===== config.mk =====
export PLATFORM = sky130hd
export DESIGN_NAME = debouncer_multi
export DESIGN_NICKNAME = d
export VERILOG_FILES = /design/src/rtl/debouncer_multi.sv
export SDC_FILE = /design/constraint.sdc
export NUM_CORES = 1
export LEC_CHECK = 0
export ABC_AREA = 1
export BUFFER_PORTS_ARGS = -buffer_cell sky130_fd_sc_hd__buf_2
export CAP_MARGIN = 25
export CELL_PAD_IN_SITES_DETAIL_PLACEMENT = 0
export CELL_PAD_IN_SITES_GLOBAL_PLACEMENT = 1
export CORE_MARGIN = 8
export CORE_UTILIZATION = 30
export CTS_CLUSTER_SIZE = 8
export DETAILED_ROUTE_END_ITERATION = 12
export GPL_ROUTABILITY_DRIVEN = 1
export PLACE_DENSITY_LB_ADDON = 0.12
export SLEW_MARGIN = 20
export SYNTH_ARGS = -nofsm -noshare
export SYNTH_HDL_FRONTEND = slang
export SYNTH_SLANG_ARGS = --single-unit

===== constraint.sdc =====
create_clock -name clk50M -period 4.5 [get_ports clk50M]
set_clock_uncertainty 0.05 [all_clocks]
set_input_delay 0.9 -clock clk50M [delete_from_list [all_inputs] [get_ports clk50M]]
set_output_delay 0.9 -clock clk50M [all_outputs]
set_load 0.03 [all_outputs]

===== src/rtl/debouncer_multi.sv =====
// N-channel button conditioner: two-flop synchroniser, per-channel debounce window,
// clean pressed level plus single-cycle press, release and long-press/auto-repeat pulses.
module debouncer_multi #(
    parameter int CHANNELS      = 4,
    parameter int CNT_W         = 16,
    parameter int DB_CYCLES     = 50000,
    parameter int ACTIVE_LOW    = 1,
    parameter int HOLD_W        = 26,
    parameter int HOLD_CYCLES   = 50000000,
    parameter int REPEAT_CYCLES = 0
) (
    input  logic                clk50M,
    input  logic                reset_n,
    input  logic [CHANNELS-1:0] pressed,
    output logic [CHANNELS-1:0] pressed_state,
    output logic [CHANNELS-1:0] press_pulse,
    output logic [CHANNELS-1:0] release_pulse,
    output logic [CHANNELS-1:0] long_pulse
);

    localparam logic [CNT_W-1:0]  DB_LAST     = CNT_W'(DB_CYCLES - 1);
    localparam logic [HOLD_W-1:0] HOLD_LAST   = HOLD_W'(HOLD_CYCLES - 1);
    // Parking value once a non-repeating long press has fired; never equals HOLD_LAST.
    localparam logic [HOLD_W-1:0] HOLD_SAT    = HOLD_W'(HOLD_CYCLES);
    localparam logic [HOLD_W-1:0] HOLD_RELOAD = HOLD_W'(HOLD_CYCLES - REPEAT_CYCLES);

    if (DB_CYCLES < 1 || 64'(DB_CYCLES) >= (64'd1 << CNT_W)) begin : g_bad_db
        $error("debouncer_multi: DB_CYCLES out of range for CNT_W");
    end
    if (HOLD_CYCLES < 1 || 64'(HOLD_CYCLES) >= (64'd1 << HOLD_W)) begin : g_bad_hold
        $error("debouncer_multi: HOLD_CYCLES out of range for HOLD_W");
    end
    if (REPEAT_CYCLES < 0 || REPEAT_CYCLES > HOLD_CYCLES) begin : g_bad_repeat
        $error("debouncer_multi: REPEAT_CYCLES must be within 0..HOLD_CYCLES");
    end

    for (genvar gi = 0; gi < CHANNELS; gi++) begin : g_ch
        logic              p;
        logic              s0_reg;
        logic              s1_reg;
        logic              state_reg;
        logic              state_next;
        logic [CNT_W-1:0]  cnt_reg;
        logic [CNT_W-1:0]  cnt_next;
        logic [HOLD_W-1:0] hcnt_reg;
        logic [HOLD_W-1:0] hcnt_next;
        logic              press_reg;
        logic              press_next;
        logic              release_reg;
        logic              release_next;
        logic              long_reg;
        logic              long_next;

        assign p = (ACTIVE_LOW != 0) ? ~pressed[gi] : pressed[gi];

        always_comb begin
            state_next   = state_reg;
            cnt_next     = cnt_reg;
            hcnt_next    = hcnt_reg;
            press_next   = 1'b0;
            release_next = 1'b0;
            long_next    = 1'b0;

            if (s1_reg == state_reg) begin
                cnt_next = '0;
            end else if (cnt_reg != DB_LAST) begin
                cnt_next = cnt_reg + 1'b1;
            end else begin
                state_next   = s1_reg;
                cnt_next     = '0;
                press_next   = s1_reg;
                release_next = ~s1_reg;
            end

            // Clearing on the falling edge itself keeps long and release pulses exclusive.
            if (!state_reg || release_next) begin
                hcnt_next = '0;
            end else if (hcnt_reg == HOLD_LAST) begin
                long_next = 1'b1;
                hcnt_next = (REPEAT_CYCLES == 0) ? HOLD_SAT : HOLD_RELOAD;
            end else if (hcnt_reg != HOLD_SAT) begin
                hcnt_next = hcnt_reg + 1'b1;
            end
        end

        always_ff @(posedge clk50M or negedge reset_n) begin
            if (!reset_n) begin
                s0_reg      <= 1'b0;
                s1_reg      <= 1'b0;
                state_reg   <= 1'b0;
                cnt_reg     <= '0;
                hcnt_reg    <= '0;
                press_reg   <= 1'b0;
                release_reg <= 1'b0;
                long_reg    <= 1'b0;
            end else begin
                s0_reg      <= p;
                s1_reg      <= s0_reg;
                state_reg   <= state_next;
                cnt_reg     <= cnt_next;
                hcnt_reg    <= hcnt_next;
                press_reg   <= press_next;
                release_reg <= release_next;
                long_reg    <= long_next;
            end
        end

        assign pressed_state[gi] = state_reg;
        assign press_pulse[gi]   = press_reg;
        assign release_pulse[gi] = release_reg;
        assign long_pulse[gi]    = long_reg;
    end

endmodule


==> impl_metrics.env <==
export IMPL_clk_pin_slew_ns=0.07
export IMPL_io_pins=22
export IMPL_top_usage_layer="met2"
export IMPL_dr_first_iter_drc_count=407
export IMPL_syn_num_nets=1479
export IMPL_grt_antenna_before_repair=0
export IMPL_slew_headroom_pct=45.59
export IMPL_crit_family="flip-flops"
export IMPL_synth_seq_cells=192
export IMPL_use_met2_pct=22.27
export IMPL_wl_per_cell_um=13.28
export IMPL_fillers=3923
export IMPL_setup_viol=0
export IMPL_synth_area_leaders="dfrtp_1 44%, nand2_1 11%, nor2_1 11%, inv_1 5.5%, nand3_1 3.8%"
export IMPL_largest_reg_flops=104
export IMPL_cp_required_ns=3.55
export IMPL_grt_overflow=0
export IMPL_start_kind="flip-flop"
export IMPL_min_delay_path_depth=0
export IMPL_max_freq_mhz=468.2
export IMPL_slowest_delay_ns=0.49
export IMPL_cts_tree="built"
export IMPL_cts_setup_buffers=0
export IMPL_power_leakage_nw=4.672
export IMPL_syn2layout_area_growth_pct=9.959
export IMPL_rsz0062_at_grt="false"
export IMPL_synth_cell_type_count=38
export IMPL_grt_max_degree=102
export IMPL_min_path_type="reg -> reg"
export IMPL_setup_tns_ns=0
export IMPL_p_per_area_nw_per_um2=282.5
export IMPL_hold_viol=0
export IMPL_total_power_w=0.003399
export IMPL_reg2reg_from="g_ch[2].cnt_reg[0]"
export IMPL_hold_end="g_ch[0].s1_reg"
export IMPL_ff2ff_path_depth=8
export IMPL_hpwl_um=19110
export IMPL_grt_use_met3_pct=2.559
export IMPL_drive_gt1_share_pct=9.341
export IMPL_critPathKind="reg -> out"
export IMPL_netlist_area_leader_share_pct=43.91
export IMPL_postCtsResizedCells=0
export IMPL_cp_cell_sequence="buf_2"
export IMPL_postRouteAntennaNets=0
export IMPL_ir_worst_vdd_mv=0.2416
export IMPL_arrival_ns=1.19
export IMPL_worstPathMaxFanout=7
export IMPL_design_area_um2=12030
export IMPL_postCtsHoldBufs=0
export IMPL_vias=8845
export IMPL_portBuffers=21
export IMPL_drc=0
export IMPL_antenna_cells=0
export IMPL_worst_skew_pair_late_latency_ns=0.44
export IMPL_die_w_um=207.0
export IMPL_met1_usage_pct=16.79
export IMPL_r2r_end="g_ch[2].hcnt_reg[5]"
export IMPL_cts_root_buf="clkbuf_16"
export IMPL_outcome="finished clean"
export IMPL_min_period_over_period_pct=47.46
export IMPL_ys_seq_area_share_pct=43.91
export IMPL_viasPerCell=4.522
export IMPL_fp_coreArea_um2=36260
export IMPL_track_usage_pct=13.02
export IMPL_numCtsBuffers=17
export IMPL_max_slew_worst_pin_slew_ns=0.8162
export IMPL_yosys_warnings=0
export IMPL_first_pass_iters=8
export IMPL_syn_area_um2=10940
export IMPL_htree_levels=4
export IMPL_clock_sinks=192
export IMPL_r2r_slack_ns=2.51
export IMPL_nNetsFinal=1493
export IMPL_wl_um=25980
export IMPL_post_synth_top_area_cell="dfrtp_1"
export IMPL_die_h_um=207.0
export IMPL_slew_violations=0
export IMPL_grt_pass1_wl_um=44910
export IMPL_period_needed_ns=2.136
export IMPL_die_area_um2=42840
export IMPL_drv_cap=0
export IMPL_max_clock_path_buffers=2
export IMPL_grt_pass1_vias=9033
export IMPL_path_buf_inv=1
export IMPL_placed_cell_area_um2=11440
export IMPL_start_util_pct=30.18
export IMPL_worstHoldStart="g_ch[0].s0_reg"
export IMPL_crit_slowest_cell="dfrtp_1"
export IMPL_gp_congestion=0.7622
export IMPL_syn_inst=1461
export IMPL_synth_area_per_cell_um2=7.490
export IMPL_critPathCaptureType="output port"
export IMPL_rows=70
-- how the worst max path moves through the flow --
stage	cells past startpoint	startpoint	to
after CTS	1	g_ch[1].state_reg	pressed_state[1]
after global placement	2	reset_n	g_ch[3].hcnt_reg[1]
after floorplan	1	g_ch[1].state_reg	pressed_state[1]
final	1	g_ch[1].state_reg	pressed_state[1]
after detailed placement	2	reset_n	g_ch[3].hcnt_reg[1]
after global routing	1	g_ch[1].state_reg	pressed_state[1]
-- placed cells by master (no fill, tap or decap), drive strengths merged --
cell type  count
bufinv         2
o21ai         22
and3           6
nand4         31
clkinv         4
dfrtp        192
nand3b         6
ha            12
nand2        337
nor2         353
xnor2         26
or2            1
buf           24
nor3          52
a21oi         71
nor3b          4
inv          175
clkinvlp       4
a31o           1
xor2          47
a21o           1
and2           2
a31oi          3
nor4           2
clkbuf        18
nand3         92
-- per-stage QoR --
stage	utilization, %	hold WS (ns)	instances	setup slack (ns)
after floorplan	-	0.2812	1461	2.935
after global placement	31.55	0.2847	1924	2.374
after detailed placement	31.55	0.2879	1924	2.354
after CTS	33.18	0.3054	1956	2.314
after global routing	33.18	0.3194	1956	2.279
final	33.18	0.3008	1956	2.364
-- cells by family after synthesis --
family / after synthesis / synth area share, %
simple gates: 886 / 35.98
buf+inv: 200 / 7.946
flops: 192 / 43.91
compound gates: 98 / 4.951
xor+xnor: 73 / 5.843
fa+ha+maj: 12 / 1.372
-- power breakdown --
group          total (W)  leakage (nW)  internal (W)  switching, W
registers        0.00175          2.65       0.00174    0.00000919
clock network    0.00158         0.282      0.000844      0.000734
logic          0.0000754          1.74     0.0000168     0.0000586
-- cell usage after synthesis, drive strengths merged --
cell	n
a31oi	3
nand3b	6
and2	2
clkinv	1
a21o	1
inv	170
a31o	1
nor2	353
xor2	47
nor4	2
ha	12
nand3	92
xnor2	26
or2	1
nand4	31
and3	6
dfrtp	192
a21oi	71
o21ai	22
clkbuf	1
nor3b	4
buf	28
nand2	337
nor3	52
-- cell type report --
cell class	count	area (um^2)	area share [%]
multi-input cells	1069	5269	43.79
repair buffers	24	137.6	1.144
inverters	171	641.9	5.334
clock buffers	18	439.2	3.650
clock inverters	14	155.1	1.289
well taps	468	585.6	4.866
flip-flops and latches	192	4805	39.93
-- metal layers --
layer,wire length [um],share of wire [%]
met2,12350,48
met3,563,2.2
met1,12830,49
met4,238,0.92
met5,0,0
Note: power is estimated with default switching activity, not from simulation.
